$ cat src/rtl/tetris_pkg.sv
// tetris_pkg: definitions shared by the Tetris board datapath.
//   - game_state_e : state codes driven by the game controller
//   - BOARD_ROWS / BOARD_COLS / BOARD_W : board geometry
//   - ROW_FULL : value of a completely filled row
//   - PIECE_MASK_* and piece_mask() : spawn footprints over board bits [7:0]
package tetris_pkg;

  typedef enum logic [2:0] {
    GEN   = 3'b000,
    MOVE  = 3'b001,
    CLEAR = 3'b011
  } game_state_e;

  localparam int BOARD_ROWS = 8;
  localparam int BOARD_COLS = 4;
  localparam int BOARD_W    = BOARD_ROWS * BOARD_COLS;

  localparam logic [BOARD_COLS-1:0] ROW_FULL = '1;

  // Spawn footprints covering rows 6-7 (board bits [7:0]).
  localparam logic [7:0] PIECE_MASK_0 = 8'h06;
  localparam logic [7:0] PIECE_MASK_1 = 8'h66;
  localparam logic [7:0] PIECE_MASK_2 = 8'h46;
  localparam logic [7:0] PIECE_MASK_3 = 8'h63;

  function automatic logic [7:0] piece_mask(input logic [1:0] piece);
    logic [7:0] mask;
    case (piece)
      2'b00:   mask = PIECE_MASK_0;
      2'b01:   mask = PIECE_MASK_1;
      2'b10:   mask = PIECE_MASK_2;
      default: mask = PIECE_MASK_3;
    endcase
    return mask;
  endfunction

endpackage

$ cat src/rtl/row_compactor.sv
// row_compactor: purely combinational line clear.
// Removes every full row from the board, lets the surviving rows fall toward
// row 0 (bits [31:28]) in their original order, and fills the vacated top
// rows with zeros.
// Ports:
//   board     : input  [31:0] board to compact (row r = bits [31-4r:28-4r])
//   compacted : output [31:0] board with full rows removed
//   full_rows : output [3:0]  number of full rows removed (0-8)
module row_compactor
  import tetris_pkg::*;
(
  input  logic [BOARD_W-1:0] board,
  output logic [BOARD_W-1:0] compacted,
  output logic [3:0]         full_rows
);

  // Walk from the top row down to row 0. Each surviving row is inserted at
  // row 0 and everything collected so far slides up one row, so after the
  // walk the survivors sit in rows 0..n-1 in their original order and the
  // zeros that seeded the accumulator occupy the rows above them.
  always_comb begin
    compacted = '0;
    full_rows = '0;
    for (int r = BOARD_ROWS - 1; r >= 0; r--) begin
      if (board[BOARD_COLS*(BOARD_ROWS-1-r) +: BOARD_COLS] == ROW_FULL) begin
        full_rows = full_rows + 4'd1;
      end else begin
        compacted = {board[BOARD_COLS*(BOARD_ROWS-1-r) +: BOARD_COLS],
                     compacted[BOARD_W-1:BOARD_COLS]};
      end
    end
  end

endmodule

$ cat src/rtl/clear_redraw.sv
// clear_redraw: board register for the Tetris controller.
//   CLEAR : load the line-cleared version of board_in
//   GEN   : stamp the selected piece into the spawn zone (rows 6-7), or raise
//           the sticky game-over flag if the spawn zone is already occupied
//   other : hold
// Ports:
//   clka       : clock, all state updates on the rising edge
//   restart_n  : asynchronous active-low reset
//   state      : [2:0] controller state (GEN/MOVE/CLEAR, other codes hold)
//   board_in   : [31:0] landed board snapshot, used in CLEAR
//   curr_piece : [1:0] piece to spawn, used in GEN
//   board_out  : [31:0] registered board
//   error      : registered sticky spawn-collision flag
//   lines_cleared : [3:0] rows removed by the last CLEAR
//                   (only when CLEAR_REDRAW_LINECNT_EN is defined)
module clear_redraw
  import tetris_pkg::*;
(
  input  logic               clka,
  input  logic               restart_n,
  input  logic [2:0]         state,
  input  logic [BOARD_W-1:0] board_in,
  input  logic [1:0]         curr_piece,
  output logic [BOARD_W-1:0] board_out,
  output logic               error
`ifdef CLEAR_REDRAW_LINECNT_EN
  ,
  output logic [3:0]         lines_cleared
`endif
);

  logic [BOARD_W-1:0] board_q;
  logic               error_q;
  logic [BOARD_W-1:0] compacted;
  logic [3:0]         full_rows;
  logic [7:0]         mask;
  logic               collide;

  row_compactor u_compactor (
    .board     (board_in),
    .compacted (compacted),
    .full_rows (full_rows)
  );

  // The spawn collision test only looks at the spawn zone, since the piece
  // masks never reach above bit 7.
  always_comb begin
    mask    = piece_mask(curr_piece);
    collide = (board_q[7:0] & mask) != 8'h00;
  end

  // Board and game-over registers. Once error is set, GEN no longer touches
  // the board, but CLEAR keeps working so the display stays meaningful.
  always_ff @(posedge clka or negedge restart_n) begin
    if (!restart_n) begin
      board_q <= '0;
      error_q <= 1'b0;
    end else begin
      case (state)
        CLEAR: board_q <= compacted;
        GEN: begin
          if (collide) begin
            error_q <= 1'b1;
          end else if (!error_q) begin
            board_q[7:0] <= board_q[7:0] | mask;
          end
        end
        default: ;
      endcase
    end
  end

`ifdef CLEAR_REDRAW_LINECNT_EN
  // Line count from the most recent CLEAR; held in every other state.
  logic [3:0] lines_q;

  always_ff @(posedge clka or negedge restart_n) begin
    if (!restart_n) begin
      lines_q <= '0;
    end else if (state == CLEAR) begin
      lines_q <= full_rows;
    end
  end

  assign lines_cleared = lines_q;
`else
  // Without the line counter the count from the compactor has no consumer.
  logic unused_full_rows;
  assign unused_full_rows = ^full_rows;
`endif

  assign board_out = board_q;
  assign error     = error_q;

endmodule

$ cat config.mk
export PLATFORM = sky130hd
export DESIGN_NAME = clear_redraw
export DESIGN_NICKNAME = d
export VERILOG_FILES = /design/src/rtl/tetris_pkg.sv /design/src/rtl/row_compactor.sv /design/src/rtl/clear_redraw.sv
export SDC_FILE = /design/constraint.sdc
export NUM_CORES = 1
export LEC_CHECK = 0
export ABC_AREA = 1
export CAP_MARGIN = 0
export CELL_PAD_IN_SITES_DETAIL_PLACEMENT = 2
export CELL_PAD_IN_SITES_GLOBAL_PLACEMENT = 2
export CORE_UTILIZATION = 27
export CTS_BUF_LIST = sky130_fd_sc_hd__clkbuf_8
export CTS_CLUSTER_SIZE = 40
export DETAILED_ROUTE_END_ITERATION = 7
export PLACE_DENSITY_LB_ADDON = 0.15
export SLEW_MARGIN = 20
export SYNTH_ARGS = -nofsm -noshare
export SYNTH_HDL_FRONTEND = slang
export SYNTH_SLANG_ARGS = --single-unit
$ cat constraint.sdc
create_clock -name clka -period 1.75 [get_ports clka]
set_clock_uncertainty 0.05 [all_clocks]
set_input_delay 0.35 -clock clka [delete_from_list [all_inputs] [get_ports clka]]
set_output_delay 0.35 -clock clka [all_outputs]
set_load 0.03 [all_outputs]
**Yosys cells after proc, flatten, opt, wreduce, memory -nomap -nowiden**

Index checks and enable logic that the tools add are counted.

- Equality and inequality tests: 13
- Muxes and demuxes: 12
- Reductions and logical operators: 6
- Bitwise operators: 2

Operators with widths:

| operator | count |
|---|---|
| 32-bit two-way mux | 8 |
| 4-bit == test, second input constant | 8 |
| 7-bit case mux with 3 select lines | 1 |
| 8-bit two-way mux | 2 |
| 8-bit case mux with 2 select lines | 1 |
| 8-bit bitwise AND | 1 |
| 8-bit OR | 1 |
| 8-bit nonzero test | 1 |
| 2-bit != test, second input constant | 2 |
| 3-bit by 2-bit == test with 1-bit output, second input constant | 1 |
| 3-bit zero test | 1 |
| 3-bit AND reduction | 1 |
| 2-bit by 1-bit == test with 1-bit output, second input constant | 1 |
| 2-bit == test, second input constant | 1 |
| 2-bit zero test | 1 |
| 2-bit AND reduction | 1 |
| 2-bit nonzero test | 1 |

- Register bits: 33
- Output and inout bits: 33

**Logic depth before layout (Yosys ltp)**

- Depth in word-level cells: 10
- Mapped depth: 13
- Gate-level depth less buffers: 13

**Hierarchy**

A second synthesis with hierarchy kept.

- Cell total of the unflattened synthesis: 556
- Area total of the unflattened synthesis: 3724.8 µm²

By module, submodules not included:

| module | cells an instance | area an instance (µm²) | sequential area each (µm²) | times used |
|---|---|---|---|---|
| row_compactor | 443 | 2212.1 | 0.0 | 1 |
| clear_redraw | 113 | 1512.7 | 825.8 | 1 |

**Least setup slack after synthesis**

Ideal clock, no wire load.

- Path kind: input to register
- Start: in board_in[5]
- End: reg board_q[19] (netlist: board_out[19])
- Path slack: 170 ps
- Stages on the path: 11
- Data arrival time: 1406 ps
- Data required time: 1576 ps
- Cells stage by stage: nand2_1 > nor2_4 > inv_4 > nand2_1 > nand3_1 > nand3_1 > nand3_1 > nand3_1 > nand3_1 > nand3_1 > nand3_1

- Longest elaborated chain between the ends: 8

RTL lines:

| item | line | text |
|---|---|---|
| start: declaration | clear_redraw.sv:22 | `input logic [BOARD_W-1:0] board_in,` |
| 4-bit == test | row_compactor.sv:25 | `if (board[BOARD_COLS*(BOARD_ROWS-1-r) +: BOARD_COLS] == ROW_FULL) begin` |
| 32-bit two-way mux (7 in a row) | row_compactor.sv:25 |  |
| end signal: assignment | clear_redraw.sv:60 | `CLEAR: board_q <= compacted;` |
| end: declaration | clear_redraw.sv:32 | `logic [BOARD_W-1:0] board_q;` |

No other way between the ends.
A chain may end at the register's enable or synchronous reset.

**Final worst setup path**

- Start: in board_in[0]
- End: reg board_q[21] (netlist: board_out[21])

- Longest elaborated chain between the ends: 9

RTL lines:

| item | line |
|---|---|
| 4-bit == test | row_compactor.sv:25 |
| 32-bit two-way mux (8 in a row) | row_compactor.sv:25 |

No other way between the ends.

==> impl_metrics.ini <==
[setup_path]
crit_start = board_in[0]
critPathArrivalTime_ps = 2040
cpLargestDelayFamily = simple AND/OR/NAND/NOR gates
critPathKind = input pin to register
critical_path_required_ps = 1850
crit_top_cell = nand3_1
crit_slowest_cell = nor2_4
critPathMaxStageDelay_ps = 170
crit_path_start_kind = input pin
rr_startpoint = board_out[1]
crit_chain = buf_2 > nand2_2 > buf_4 > nor2_4 > nor2_1 > nand2_2 > nand3_1 > nand3_1 > nand3_1 > nand3_1 > nand3_1 > nand3_1 > nand3_1
worstPathMaxFanout = 4
path_buf_inv = 2
endpoint_kind = register

[grt]
grt_antenna_before_repair = 0
grt_max_degree = 34
grt_pass1_vias = 4550
grt_pass1_wl_um = 25010
overflow = 0
grt_use_total_pct = 29.09

[status]
status = finished, violations left
violations = negative setup slack

[clocking]
cts_buffers = 5
clk_path_buf_depth = 2
numClockSinks = 33
clkSlewWorstSetupHoldPaths_ps = 80
ctsHoldBuffers = 0
clock_latency_ps = 320
tritoncts = done
htreeDepth = 2
clockRootBuffer = clkbuf_8

[route]
vias = 4423
initialDrtViolationCount = 200
drt-total-wl_um = 21180
detail_route.wl_per_cell_um = 27.94
via_per_inst = 5.835
antenna_left = 0
drc = 0
first_pass_iters = 4

[yosys]
synth-seq-area-share_pct = 28.35
synth_flop_cell = dfrtp_1
synthesis.nets = 505
synth.ff_latch_count = 33
synthesis.instances = 466
avgSynthCellArea_um2 = 6.251
synth-edff-count = 0
syn_area_mm2 = 0.002913
yosysUniqueCellTypes = 31
yosysWarnings = 0
ys_async_sr_fraction_pct = 100.0

[floorplan]
rows = 37
fp.coreArea_mm2 = 0.01037
io_pins = 72
dieHeight_um = 105.9
dieArea_mm2 = 0.01121
initial_core_util_pct = 28.09
die_width_um = 105.9

[cells_and_area]
fin_nets = 661
fillCellCount = 1133
antennaDiodeCount = 0
final_cell_mix = 127 x nand3_1, 92 x nand2_1, 75 x buf_4
drive_above_1_share_pct = 41.80
area_growth_syn_to_layout_pct = 82.73
ff_latch_area_um2 = 825.8
final_common_cell = nand3_1
multiInputGateArea_mm2 = 0.002384

[pwr]
cellLeakagePower_nw = 2.676
peakVddDrop_mv = 0.4729
p_per_area_mw_per_mm2 = 636.1

[sta]
slew_headroom_pct = 76.54
drv_slew = 0
clock.fmax_ghz = 0.5147
worst_pin_slew_ps = 351.9
hold_ws_ps = 363.1
setup_ws_ps = -193.0
period_share_pct = 111.0
fin_crit_ps = 1943
hold_viol = 0
setup_violations = 29

[place]
place_ws_ps = -697.7
hpwl_um = 10350
io_buffers = 71
place.gp.congestion = 0.7975

[flow_run]
cap_violations = 0

[worst_hold_path]
worstHoldPathType = input pin to asynchronous set/reset pin
[sequential cells by signal, indices dropped and copies added (netlist names)]
| signal | count |
|---|---|
| board_out | 32 |
| error | 1 |
[logic make-up after synthesis]
group                  Yosys count  synth area share (%)
AND/OR/NAND/NOR                353                 57.90
buffers and inverters           59                 8.849
flip-flops                      33                 28.35
AO/OA/AOI/OAI                   21                 4.897
[per-layer routing]
layer	track usage (%)	routed length [um]	up-vias
met2	52.01	10800	190
met4	10.81	807	0
met3	5.318	1215	61
met5	0	0	-
li1	-	-	1908
met1	34.36	8359	2264
[path summary, 6_finish.rpt]
path,end,slack (ps),cells after the start
max in group asynchronous,board_out[21],1090,2
max reg2reg,board_out[0],-10,8
max,board_out[21],-190,13
min,board_out[19],360,2
min in group clka,board_out[31],450,2
min reg2reg,board_out[31],450,2
[Yosys cell counts, types with 2 or more instances]
library cell,instances,area share [%]
inv_1,35,4.5
nand2_2,3,0.64
nand2_1,119,15
dfrtp_1,33,28
nor2_4,2,0.77
clkbuf_1,4,0.52
nor3_1,4,0.69
a21oi_1,7,1.2
buf_2,14,2.4
nand4_2,2,0.86
nand3_2,11,3.8
a31oi_1,2,0.43
nand3_1,179,31
nor2_1,25,3.2
nand4_1,2,0.43
o211ai_1,3,0.77
nor2_2,4,0.86
o21ai_0,4,0.69
[timing repair]
action / CTS / global route
gates cloned: 3 / 3
pin swaps: 25 / 40
resized for setup: 95 / 145
buffers inserted: 11 / 12
setup endpoints to repair: 44 / 47
endpoints found under the hold margin: 0 / 0
[report_power, final]
| part | switching (W) | internal, W | leakage [nW] |
|---|---|---|---|
| Combinational | 0.00106 | 0.000635 | 2.22 |
| Sequential | 0.000127 | 0.000914 | 0.406 |
| Clock | 0.000343 | 0.000307 | 0.0485 |
| Total | 0.00153 | 0.00186 | 2.68 |
[through the flow]
stage	TNS, ps	total power, W	instances	util (%)	cell area, um^2
6_report	-1940	0.003386	758	51.33	5323
5_1_grt	-3832	0.003498	758	51.33	5323
4_1_cts	0	0.003107	743	44.92	4658
3_5_place_dp	-17880	0.002467	722	41.54	4308
3_3_place_gp	-15030	0.002416	722	41.54	4308
2_1_floorplan	0	0.001752	466	-	2913
[cell type report]
class	count	area share, %
timing repair inverter	1	0.1410
inverter	38	3.032
multi-input combinational	374	44.78
sequential	33	15.51
clock buffer	6	1.551
clock inverter	1	0.07052
timing repair buffer	169	31.71
tap	136	3.197
No activity file was read; power rests on OpenSTA's default activity.
